### config.mk
export PLATFORM = sky130hd
export DESIGN_NAME = collision_detect
export DESIGN_NICKNAME = d
export VERILOG_FILES = /design/src/rtl/collision_detect_pkg.sv /design/src/rtl/collision_detect_bcd_counter.sv /design/src/rtl/collision_detect.sv
export SDC_FILE = /design/constraint.sdc
export NUM_CORES = 1
export LEC_CHECK = 0
export CORE_MARGIN = 4
export CORE_UTILIZATION = 55
export DETAILED_ROUTE_END_ITERATION = 12
export PLACE_DENSITY = 0.85
export SETUP_SLACK_MARGIN = 0.02
export SLEW_MARGIN = 20
export SYNTH_ARGS = -nofsm -noshare
export SYNTH_HDL_FRONTEND = slang
export SYNTH_SLANG_ARGS = --single-unit
### constraint.sdc
create_clock -name clk -period 9.3 [get_ports clk]
set_clock_uncertainty 0.1 [all_clocks]
set_input_delay 1.86 -clock clk [delete_from_list [all_inputs] [get_ports clk]]
set_output_delay 1.86 -clock clk [all_outputs]
set_load 0.01 [all_outputs]
### src/rtl/collision_detect_pkg.sv
// Shared types and defaults for the flappy-bird collision/score engine.
package collision_detect_pkg;

  localparam int unsigned NUM_WALLS_DEF    = 4;
  localparam int unsigned X_W_DEF          = 8;
  localparam int unsigned Y_W_DEF          = 7;
  localparam int unsigned BIRD_W_DEF       = 4;
  localparam int unsigned BIRD_H_DEF       = 4;
  localparam int unsigned WALL_W_DEF       = 8;
  localparam int unsigned GAP_H_DEF        = 24;
  localparam int unsigned SCREEN_H_DEF     = 120;
  localparam int unsigned SCORE_DIGITS_DEF = 2;

  localparam logic [3:0] BCD_NINE = 4'd9;

  typedef enum logic [1:0] {
    S_IDLE   = 2'd0,
    S_BOUNDS = 2'd1,
    S_SCAN   = 2'd2,
    S_DONE   = 2'd3
  } cd_state_e;

  function automatic int unsigned idx_width(input int unsigned n);
    return (n > 1) ? $clog2(n) : 1;
  endfunction

endpackage

### src/rtl/collision_detect_bcd_counter.sv
// Multi-digit BCD up-counter with synchronous clear; saturates at all nines.
module bcd_counter
  import collision_detect_pkg::*;
#(
  parameter int unsigned DIGITS = 2
) (
  input  logic                clk,
  input  logic                resetn,
  input  logic                clr,
  input  logic                inc,
  output logic [4*DIGITS-1:0] count
);

  logic [4*DIGITS-1:0] count_q, count_d;
  logic                all_nine;
  logic                carry;

  always_comb begin
    all_nine = 1'b1;
    for (int unsigned i = 0; i < DIGITS; i++) begin
      if (count_q[4*i +: 4] != BCD_NINE) all_nine = 1'b0;
    end

    count_d = count_q;
    carry   = 1'b1;
    if (clr) begin
      count_d = '0;
    end else if (inc && !all_nine) begin
      // Ripple the +1 from digit 0 upward; a 9 rolls to 0 and passes the carry on.
      for (int unsigned i = 0; i < DIGITS; i++) begin
        if (carry) begin
          if (count_q[4*i +: 4] == BCD_NINE) begin
            count_d[4*i +: 4] = '0;
          end else begin
            count_d[4*i +: 4] = count_q[4*i +: 4] + 4'd1;
            carry             = 1'b0;
          end
        end
      end
    end
  end

  always_ff @(posedge clk or negedge resetn) begin
    if (!resetn) count_q <= '0;
    else         count_q <= count_d;
  end

  assign count = count_q;

endmodule

### src/rtl/collision_detect.sv
// Per-frame collision and score engine: snapshots positions, checks bounds,
// then scans one wall per cycle through a single shared comparator.
module collision_detect
  import collision_detect_pkg::*;
#(
  parameter int unsigned NUM_WALLS    = NUM_WALLS_DEF,
  parameter int unsigned X_W          = X_W_DEF,
  parameter int unsigned Y_W          = Y_W_DEF,
  parameter int unsigned BIRD_W       = BIRD_W_DEF,
  parameter int unsigned BIRD_H       = BIRD_H_DEF,
  parameter int unsigned WALL_W       = WALL_W_DEF,
  parameter int unsigned GAP_H        = GAP_H_DEF,
  parameter int unsigned SCREEN_H     = SCREEN_H_DEF,
  parameter int unsigned SCORE_DIGITS = SCORE_DIGITS_DEF
) (
  input  logic                      clk,
  input  logic                      resetn,
  input  logic                      start,
  input  logic                      frame_done,
  input  logic [X_W-1:0]            bird_x,
  input  logic [Y_W-1:0]            bird_y,
  input  logic [NUM_WALLS*X_W-1:0]  wall_x,
  input  logic [NUM_WALLS*Y_W-1:0]  gap_y,
  output logic                      touched,
  output logic                      check_done,
  output logic                      busy,
  output logic [4*SCORE_DIGITS-1:0] score
);

  localparam int unsigned IDX_W = idx_width(NUM_WALLS);

  localparam logic [X_W:0]   BW_X  = (X_W+1)'(BIRD_W);
  localparam logic [X_W:0]   WW_X  = (X_W+1)'(WALL_W);
  localparam logic [Y_W:0]   BH_Y  = (Y_W+1)'(BIRD_H);
  localparam logic [Y_W:0]   GH_Y  = (Y_W+1)'(GAP_H);
  localparam logic [Y_W:0]   SH_Y  = (Y_W+1)'(SCREEN_H);
  localparam logic [IDX_W-1:0] LAST_IDX = IDX_W'(NUM_WALLS - 1);

  cd_state_e                state_q, state_d;
  logic [X_W-1:0]           bx_q, bx_d;
  logic [Y_W-1:0]           by_q, by_d;
  logic [NUM_WALLS*X_W-1:0] wx_q, wx_d;
  logic [NUM_WALLS*Y_W-1:0] gy_q, gy_d;
  logic [IDX_W-1:0]         idx_q, idx_d;
  logic                     hit_q, hit_d;
  logic                     touched_q, touched_d;
  logic [NUM_WALLS-1:0]     scored_q, scored_d;

  logic                     score_inc, score_clr;

  // Shared wall comparator, operands selected by idx.
  logic [X_W-1:0] wx_sel;
  logic [Y_W-1:0] gy_sel;
  logic [X_W:0]   bx_ext, wx_ext;
  logic [Y_W:0]   by_ext, gy_ext;
  logic           xov, yout, passed, respawn, bounds_hit, hit_cur;

  always_comb begin
    wx_sel     = wx_q[idx_q*X_W +: X_W];
    gy_sel     = gy_q[idx_q*Y_W +: Y_W];
    bx_ext     = {1'b0, bx_q};
    wx_ext     = {1'b0, wx_sel};
    by_ext     = {1'b0, by_q};
    gy_ext     = {1'b0, gy_sel};
    xov        = (bx_ext + BW_X > wx_ext) && (bx_ext < wx_ext + WW_X);
    yout       = (by_ext < gy_ext) || (by_ext + BH_Y > gy_ext + GH_Y);
    passed     = (wx_ext + WW_X <= bx_ext);
    respawn    = (wx_sel > bx_q);
    bounds_hit = (by_q == '0) || (by_ext + BH_Y > SH_Y);
    hit_cur    = hit_q | (xov & yout);
  end

  always_comb begin
    state_d   = state_q;
    bx_d      = bx_q;
    by_d      = by_q;
    wx_d      = wx_q;
    gy_d      = gy_q;
    idx_d     = idx_q;
    hit_d     = hit_q;
    touched_d = touched_q;
    scored_d  = scored_q;
    score_inc = 1'b0;
    score_clr = 1'b0;

    if (start) begin
      state_d   = S_IDLE;
      touched_d = 1'b0;
      scored_d  = '0;
      hit_d     = 1'b0;
      score_clr = 1'b1;
    end else begin
      unique case (state_q)
        S_IDLE: begin
          if (frame_done) begin
            bx_d    = bird_x;
            by_d    = bird_y;
            wx_d    = wall_x;
            gy_d    = gap_y;
            state_d = S_BOUNDS;
          end
        end
        S_BOUNDS: begin
          hit_d   = bounds_hit;
          idx_d   = '0;
          state_d = S_SCAN;
        end
        S_SCAN: begin
          hit_d = hit_cur;
          // A passed wall can never overlap in x, so hit_q alone gates scoring.
          if (passed && !scored_q[idx_q] && !touched_q && !hit_q) begin
            score_inc       = 1'b1;
            scored_d[idx_q] = 1'b1;
          end else if (respawn) begin
            scored_d[idx_q] = 1'b0;
          end
          if (idx_q == LAST_IDX) begin
            touched_d = touched_q | hit_cur;
            state_d   = S_DONE;
          end else begin
            idx_d = idx_q + 1'b1;
          end
        end
        S_DONE: begin
          state_d = S_IDLE;
        end
        default: state_d = S_IDLE;
      endcase
    end
  end

  always_ff @(posedge clk or negedge resetn) begin
    if (!resetn) begin
      state_q   <= S_IDLE;
      bx_q      <= '0;
      by_q      <= '0;
      wx_q      <= '0;
      gy_q      <= '0;
      idx_q     <= '0;
      hit_q     <= 1'b0;
      touched_q <= 1'b0;
      scored_q  <= '0;
    end else begin
      state_q   <= state_d;
      bx_q      <= bx_d;
      by_q      <= by_d;
      wx_q      <= wx_d;
      gy_q      <= gy_d;
      idx_q     <= idx_d;
      hit_q     <= hit_d;
      touched_q <= touched_d;
      scored_q  <= scored_d;
    end
  end

  bcd_counter #(
    .DIGITS (SCORE_DIGITS)
  ) u_score (
    .clk    (clk),
    .resetn (resetn),
    .clr    (score_clr),
    .inc    (score_inc),
    .count  (score)
  );

  assign touched    = touched_q;
  assign check_done = (state_q == S_DONE);
  assign busy       = (state_q != S_IDLE);

endmodule

# --- Word level (Yosys, flattened, before mapping) ---
# Index checks and enable logic that the tools add are counted.
totals:
  reg_bits: 93
  latchBits: 0
  ramBits: 0
  romBits: 0
  out_inout_bits: 11
  n_memories: 0
op_classes:
  addsub: 7
  multipliers: 1
  n_div: 0
  n_lt_le_gt_ge: 9
  eq_ne: 11
  n_shift: 2
  mux: 33
  n_bitwise: 7
  n_reduce_logical: 28
ops:
  columns: ["op", "n"]
  rows:
  - ["$shiftx 32x6->8", 1]
  - ["$mux 4", 7]
  - ["$shiftx 28x6->7", 1]
  - ["$gt 8x8->1", 2]
  - ["$mux 8", 2]
  - ["$mux 1", 15]
  - ["$reduce_bool 2->1", 6]
  - ["$add 8x3->9 const B", 1]
  - ["$add 8x4->9 const B", 1]
  - ["$gt 9x8->1", 1]
  - ["$le 9x8->1", 1]
  - ["$lt 8x9->1", 1]
  - ["$add 4x1->4 const B", 2]
  - ["$add 7x3->8 const B", 1]
  - ["$add 7x5->8 const B", 1]
  - ["$eq 4x4->1 const B", 2]
  - ["$gt 8x7->1 const B", 1]
  - ["$mux 2", 4]
  - ["$ne 4x4->1 const B", 2]
  - ["$pmux 2 s4", 1]
  - ["$reduce_and 2->1", 4]
  - ["$logic_not 7->1", 1]
  - ["$lt 7x7->1", 1]
  - ["$eq 2x2->1 const B", 3]
  - ["other kinds (23)", 36]

# --- Logic depth before layout (Yosys ltp) ---
# Gate-level depths: netlist of the first run.
logic_depth:
  depth_word: 15
  depth_mapped: 12
  ltp_nobuf: 11

# --- By module ---
# From an unflattened synthesis of the first run, not the netlist that was laid out.
unflattened:
  cells_unflattened: 448
  hier_area_um2: 5422.7
by_module_without_submodules:
  columns: ["mod", "n_inst", "cells_each", "area_per_inst_um2", "seq_area_each_um2"]
  rows:
  - ["collision_detect", 1, 402, 4953.5, 2127.0]
  - ["bcd_counter", 1, 46, 469.2, 200.2]

# --- Least setup slack after synthesis of the first run ---
# Ideal clock, no wire load.
synth_path:
  path_kind: "reg2reg"
  from: "register idx_q[0]"
  to: "register u_score.count_q[6] (netlist: u_score.count[6])"
  setup_time_ns: 0.125
  arrival_ns: 3.421
  required_ns: 9.075
  slack_ns: 5.655
  stages_incl_launch_ff: 11
  synth_period_minus_slack_ns: 3.645
  path_cell_list: "dfrtp_1 > buf_6 > buf_1 > mux4_2 > ha_1 > nor3b_1 > o311ai_0 > o21ai_0 > or3_1 > nor2_1 > mux2_2"
synth_via:
  elab_chain_cells: 12
  elab_cells_between_ends: 15
  classes_between: "add/sub (1); order compare (1); shift (1); mux (5); reduce/logical (7)"
synth_rtl:
  columns: ["item", "line", "source"]
  rows:
  - ["from (decl)", "collision_detect.sv:44", "logic [IDX_W-1:0] idx_q, idx_d;"]
  - ["from (signal assigned)", "collision_detect.sv:149", "idx_q <= idx_d;"]
  - ["$shiftx 32x6->8 / $bmux 1 s2 (equally long branches)", "collision_detect.sv:59, collision_detect.sv:111", null]
  - ["$add 8x4->9 / $mux 1 (equally long branches)", "collision_detect.sv:67, collision_detect.sv:111", null]
  - ["$le 9x8->1 / $logic_not 1->1 (equally long branches)", "collision_detect.sv:67, collision_detect.sv:111", null]
  - ["$logic_and 1x1->1 * (3 in a row)", "collision_detect.sv:111", "if (passed && !scored_q[idx_q] && !touched_q && !hit_q) begin"]
  - ["$mux 1 *", "collision_detect.sv:111", null]
  - ["$mux 1 *", "collision_detect.sv:93", "unique case (state_q)"]
  - ["$mux 1 *", "collision_detect.sv:86", "if (start) begin"]
  - ["$logic_and 1x1->1 *", "collision_detect_bcd_counter.sv:28", "end else if (inc && !all_nine) begin"]
  - ["$reduce_bool 2->1 (no line) *", null, null]
  - ["$reduce_and 2->1 (no line) *", null, null]
  - ["to (signal assigned)", "collision_detect_bcd_counter.sv:45", "else count_q <= count_d;"]
  - ["to (decl)", "collision_detect_bcd_counter.sv:14", "logic [4*DIGITS-1:0] count_q, count_d;"]
# Mark *: on every way between the ends. The rest lies on a longest branch, timed or not. The select of a mux whose other input is x is not followed.
# A chain may end at the register's enable or synchronous reset.

# --- Final worst setup path of the first run ---
layout_path:
  from: "register idx_q[0]"
  to: "register u_score.count_q[5] (netlist: u_score.count[5])"
# Same word-level chain as after synthesis.

==> flow_metrics.tcl, run 1 <==
set metrics [dict create \
    status "completed" \
    r2r.worst_path.cells 12 \
    clockPowerShare_pct 12.7 \
    finalHoldViolCount 0 \
    netlist_instances 454 \
    grt_pass1_vias 4066 \
    routed_via_density 5.660 \
    yosysWarningCount 0 \
    multiInputGateArea_sq_um 2930 \
    port_buffers 89 \
    hold_path.startpoint "gy_q[13]" \
    power_frac_seq_pct 31.2 \
    seqCellArea_sq_um 2327 \
    power_density_nw_per_um2 353.0 \
    critPathLaunch "idx_q[0]" \
    period_needed_ns 4.311 \
    rows 36 \
    synth-seq-cells 93 \
    avgSynthCellArea_sq_um 12.05 \
    drt_iter0_drc 176 \
    coreArea_sq_um 9729 \
    hold_buffers 0 \
    tns_ns 0 \
    cts_root_buf "clkbuf_8" \
    antennaDiodeCount 0 \
    holdWs_ns 0.4025 \
    grt_antenna_before_repair 0 \
    firstDrtPassIters 4 \
    nFillCells 732 \
    cts_setup_buffers 0 \
    via_count 3843 \
    drive_gt1_share_pct 20.70 \
    p_leak_uw 0.002948 \
    required_ns 9.45 \
    syn2layout_area_growth_pct 22.47 \
    path_clk_slew_ns 0.09 \
    cts_sinks 93 \
    critPathMaxStageDelay_ns 0.63 \
    ir_drop_mv 0.1565 \
    die_w_um 107.8 \
    layout.nets 673 \
    crit_arrival_ns 4.46 \
    synth_cell_types 52 \
    synth-edff-count 0 \
    reg2reg_setup_slack_ns 4.99 \
    floorplan.initialDensity_pct 56.25 \
    final_cells 679 \
    cpMaxStageDelayCell "dfrtp_1" \
    worstSetupPathType "register to register" \
    p_sw_uw 967.2 \
    cp.depth 12 \
    placed_cells 663 \
    cts_buffers 9 \
    crit_end "u_score.count[5]" \
    fp.dieArea_sq_um 11610 \
    worst_r2r_endpoint "u_score.count[5]" \
    worstSetupEndpointType "register" \
    critPathTopFamily "simple AND/OR/NAND/NOR gates" \
    wire_per_inst_um 17.59 \
    synthArstFlopShare_pct 100.0 \
    clockBufferDepth 2 \
    post_cts_resized 0 \
    rsz0062_at_grt "false" \
    r2r-start "idx_q[0]" \
    synth_seq_area_share_pct 42.52 \
    cp_common_cell "ha_1" \
    grtUsageTotal_pct 21.79 \
    grt_overflow 0 \
    grt_first_pass_wirelength_um 19690 \
    worst_slew_pin_slew_ns 0.9365 \
    grt_max_degree 76 \
    drt-total-wl_um 11950 \
    start_kind "register" \
    place_area_sq_um 6481 \
    place.gp.congestion 0.8537 \
    swShare_pct 40.88 \
    pin_count 90 \
    drv_cap 0 \
    max_freq_mhz 232.0 \
    critPathBufInv 1 \
    hp-class "register to register" \
    cts_tree "built" \
    slew_viol_final 0 \
    design_area_sq_um 6703 \
    dp_hpwl_um 8743 \
    setup_violations 0 \
    final.period_utilization_pct 46.35 \
    syn-num-nets 586 \
    ant_nets 0 \
    layout_setup_ws_ns 4.989 \
    pre_cts_slack_ns 4.814 \
    htree_levels 3 \
    synth_area_sq_um 5473 \
    drc_errors 0 \
    synthFlopType "dfrtp_1" \
    critPathMaxFanout 13 \
    internal_power_uw 1399 \
    crit_chain "buf_4 > mux4_2 > ha_1 > nand2_1 > xnor2_1 > ha_1 > and3_1 > a221oi_1 > nor2_1 > nor4_4 > nand3_2 > mux2_4" \
    combPwrFrac_pct 56.1 \
    clock_latency_ns 0.37 \
    slew-limit-headroom_pct 37.57 \
    die_h_um 107.8 \
]
==> state kept, by name, indices dropped and copies added, names as in the netlist <==
register	cells
scored_q	4
bx_q	8
wx_q	32
u_score.count	8
state_q	2
by_q	7
gy_q	28
touched	1
idx_q	2
hit_q	1
==> power groups by stage <==
stage / Clock (uW) / Combinational [uW] / Sequential (uW)
after global placement: 0 / 1230 / 718
after floorplan: 0 / 1020 / 677
final: 300 / 1330 / 739
after CTS: 306 / 1330 / 739
after global routing: 322 / 1490 / 764
after detailed placement: 0 / 1310 / 740
==> layout make-up <==
cell class | instances | area share (%)
clock buffers | 9 | 1.848
repair buffers | 92 | 13.59
flip-flops and latches | 93 | 34.72
inverters | 39 | 2.184
clock inverters | 7 | 1.456
well taps | 133 | 2.483
multi-input cells | 306 | 43.72
==> kinds of logic after synthesis <==
group	synth area share, %
mux	23.89
flops	42.52
simple gates	8.276
compound gates	7.179
buf+inv	3.932
fa+ha+maj	12.12
xor+xnor	2.080
==> worst min path at each step <==
stage                  end  depth (start not counted)
2_1_floorplan  scored_q[1]                          1
3_3_place_gp      wx_q[29]                          1
3_5_place_dp      gy_q[16]                          1
4_1_cts           gy_q[16]                          1
5_1_grt           gy_q[16]                          1
6_report          gy_q[13]                          1
==> synth_stat cells (5+ instances only) <==
| master | instances | share of area (%) |
|---|---|---|
| nor2_1 | 16 | 1.1 |
| mux2i_1 | 5 | 0.91 |
| mux4_1 | 7 | 3.4 |
| nand2_1 | 16 | 1.1 |
| nor3_1 | 7 | 0.64 |
| clkbuf_1 | 11 | 0.75 |
| a21oi_1 | 16 | 1.5 |
| mux2_2 | 76 | 16 |
| dfrtp_1 | 93 | 43 |
| nand4_1 | 8 | 0.91 |
| nand3_1 | 12 | 1.1 |
| xnor2_1 | 9 | 1.4 |
| mux4_2 | 9 | 3.7 |
| inv_1 | 39 | 2.7 |
| ha_1 | 53 | 12 |
| o2bb2ai_1 | 5 | 0.80 |
| o21ai_0 | 12 | 1.1 |
==> metrics by stage <==
stage | util (%) | power [uW]
6_report | 68.89 | 2366
5_1_grt | 68.89 | 2574
4_1_cts | 68.89 | 2371
3_5_place_dp | 66.62 | 2047
3_3_place_gp | 66.62 | 1945
2_1_floorplan | - | 1695
==> layout by cell type, fill, tap and decap left out, drive strengths merged, types with 3 or more instances in the layout <==
cell type,n
and3,5
mux2,77
mux4,16
clkdlybuf4s50,88
ha,53
xor2,4
nand3b,3
nor2b,4
nand3,13
o21ai,12
xnor2,9
buf,4
inv,40
nand2,16
nand4,8
nor3,7
clkbuf,9
nor2,16
a21oi,16
o2bb2ai,5
and2,3
mux2i,5
dfrtp,93
==> metal layers <==
| layer | global-route usage (%) | wire, um | up-vias |
|---|---|---|---|
| li1 | - | - | 1821 |
| met1 | 27.25 | 5112 | 1908 |
| met5 | 0 | 0 | - |
| met4 | 9.017 | 340 | 0 |
| met2 | 37.70 | 6056 | 92 |
| met3 | 3.239 | 436 | 22 |
(Power assumes the default switching activity.)
==> run 2, diff against run 1 <==
--- a/config.mk
+++ b/config.mk
@@ -6,9 +6,9 @@
 export NUM_CORES = 1
 export LEC_CHECK = 0
 export CORE_MARGIN = 4
-export CORE_UTILIZATION = 55
+export CORE_UTILIZATION = 49
 export DETAILED_ROUTE_END_ITERATION = 12
-export PLACE_DENSITY = 0.85
+export PLACE_DENSITY = 0.8
 export SETUP_SLACK_MARGIN = 0.02
 export SLEW_MARGIN = 20
 export SYNTH_ARGS = -nofsm -noshare
==> constraint.sdc (replaced) <==
create_clock -name clk -period 3.9 [get_ports clk]
set_clock_uncertainty 0.1 [all_clocks]
set_input_delay 0.78 -clock clk [delete_from_list [all_inputs] [get_ports clk]]
set_output_delay 0.78 -clock clk [all_outputs]
set_load 0.01 [all_outputs]
==> flow_metrics.tcl, run 2 (synthesized netlist as in run 1, its figures left out) <==
set metrics [dict create \
    critPathMaxStageDelay_ns 0.58 \
    status "completed" \
    dp_hpwl_um 9262 \
    ir_drop_mv 0.3576 \
    htree_levels 3 \
    clockBufferDepth 2 \
    reg2reg_setup_slack_ns 0.25 \
    drive_gt1_share_pct 21.78 \
    power_frac_seq_pct 31.4 \
    finalHoldViolCount 0 \
    drv_cap 0 \
    cts_root_buf "clkbuf_8" \
    cpMaxStageDelayCell "mux4_2" \
    design_area_sq_um 6716 \
    die_w_um 113.7 \
    required_ns 4.04 \
    path_clk_slew_ns 0.09 \
    critPathMaxFanout 9 \
    slew-limit-headroom_pct 43.43 \
    grt_use_met2_pct 33.14 \
    layout.cells.most_common "dfrtp_1" \
    die_h_um 113.7 \
    critPathBufInv 0 \
    worst_r2r_endpoint "u_score.count[6]" \
    p_sw_uw 2281 \
    rows 38 \
    grt_antenna_before_repair 0 \
    drt_iter0_drc 148 \
    crit_chain "mux4_2 > ha_1 > nand2_1 > xnor2_1 > ha_1 > and3_1 > a221oi_1 > nor2_1 > or3_1 > nor2_1 > mux2_2" \
    r2r.worst_path.cells 11 \
    max_freq_mhz 273.9 \
    p_leak_uw 0.002960 \
    drt-total-wl_um 11900 \
    layout_setup_ws_ns 0.2484 \
    grt_overflow 0 \
    globalRouteMet3Util_pct 3.183 \
    period_needed_ns 3.652 \
    met1_usage_pct 26.22 \
    fp.dieArea_sq_um 12920 \
    grt_first_pass_wirelength_um 20290 \
    setup_violations 0 \
    layout.nets 679 \
    grtUsageTotal_pct 19.70 \
    hp-class "input pin to asynchronous set/reset pin" \
    firstDrtPassIters 4 \
    largest_register_ffs 32 \
    critPathTopFamily "simple AND/OR/NAND/NOR gates" \
    r2r-start "idx_q[0]" \
    place.gp.congestion 0.9312 \
    top_register "wx_q" \
    final.period_utilization_pct 93.63 \
    rsz0062_at_grt "false" \
    slew_viol_final 0 \
    antennaDiodeCount 0 \
    pin_count 90 \
    worstSetupPathType "register to register" \
    via_count 3864 \
    drc_errors 0 \
    grt-busiest-layer "met2" \
    start_kind "register" \
    cts_sinks 93 \
    floorplan.initialDensity_pct 50.26 \
    wire_per_inst_um 17.23 \
    finalPower_uw 5538 \
    combPwrFrac_pct 58.0 \
    tns_ns 0 \
    pre_cts_slack_ns 0.06988 \
    grt_max_degree 76 \
    clock_latency_ns 0.36 \
    ant_nets 0 \
    power_density_nw_per_um2 824.6 \
    grt_pass1_vias 4243 \
    place_area_sq_um 6548 \
    top_regs "wx_q (32), gy_q (28)" \
    internal_power_uw 3258 \
    cts_tree "built" \
    swShare_pct 41.18 \
    cts_buffers 9 \
    syn2layout_area_growth_pct 22.73 \
    worstSetupEndpointType "register" \
    port_buffers 89 \
    layout_common_cells "dfrtp_1 (92), clkdlybuf4s50_1 (88), mux2_2 (76)" \
    worst_slew_pin_slew_ns 0.8486 \
    coreArea_sq_um 10890 \
    crit_arrival_ns 3.80 \
    clockPowerShare_pct 10.5 \
    routed_via_density 5.592 \
]
==> run 2: stage by stage <==
stage	instances	utilization (%)	hold slack, ns
after global routing	691	61.69	0.4294
final	691	61.69	0.4035
after CTS	691	61.71	0.4103
after global placement	676	60.14	0.3803
after detailed placement	676	60.14	0.3897
after floorplan	454	-	0.3691
==> run 2: how the worst max path moves through the flow <==
| stage | from | endpoint | slack (ns) | depth (start not counted) |
|---|---|---|---|---|
| after floorplan | idx_q[0] | u_score.count[6] | 0.25 | 10 |
| after detailed placement | idx_q[0] | u_score.count[6] | 0.07 | 11 |
| after CTS | idx_q[0] | u_score.count[6] | 0.05 | 11 |
| after global routing | idx_q[1] | u_score.count[6] | 0.03 | 10 |
| after global placement | idx_q[0] | u_score.count[6] | 0.20 | 9 |
| final | idx_q[0] | u_score.count[6] | 0.25 | 11 |
==> run 2: power by group through the flow <==
stage          combinational, uW  clock, uW  sequential, uW
3_5_place_dp                3190          0            1760
6_report                    3210        583            1740
5_1_grt                     3640        639            1810
2_1_floorplan               2430          0            1610
3_3_place_gp                3040          0            1730
4_1_cts                     3210        602            1740
==> run 2: routing by layer <==
metal / share of wire (%) / wire length [um]
met4: 2.0 / 236
met2: 49 / 5834
met5: 0 / 0
met1: 45 / 5371
met3: 3.9 / 462
==> run 2: cell type report <==
class	instances	area, sq um
multi-input cells	306	2927
inverters	39	146.4
well taps	140	175.2
repair buffers	98	968.4
fillers	858	4172
clock inverters	6	47.55
clock buffers	9	123.9
flip-flops and latches	93	2328
==> run 2: repair_timing <==
item / in CTS / in global routing
resized for setup: 0 / 3
buffers inserted: 0 / 0
setup endpoints to repair: 0 / 10
hold buffers: 0 / 0
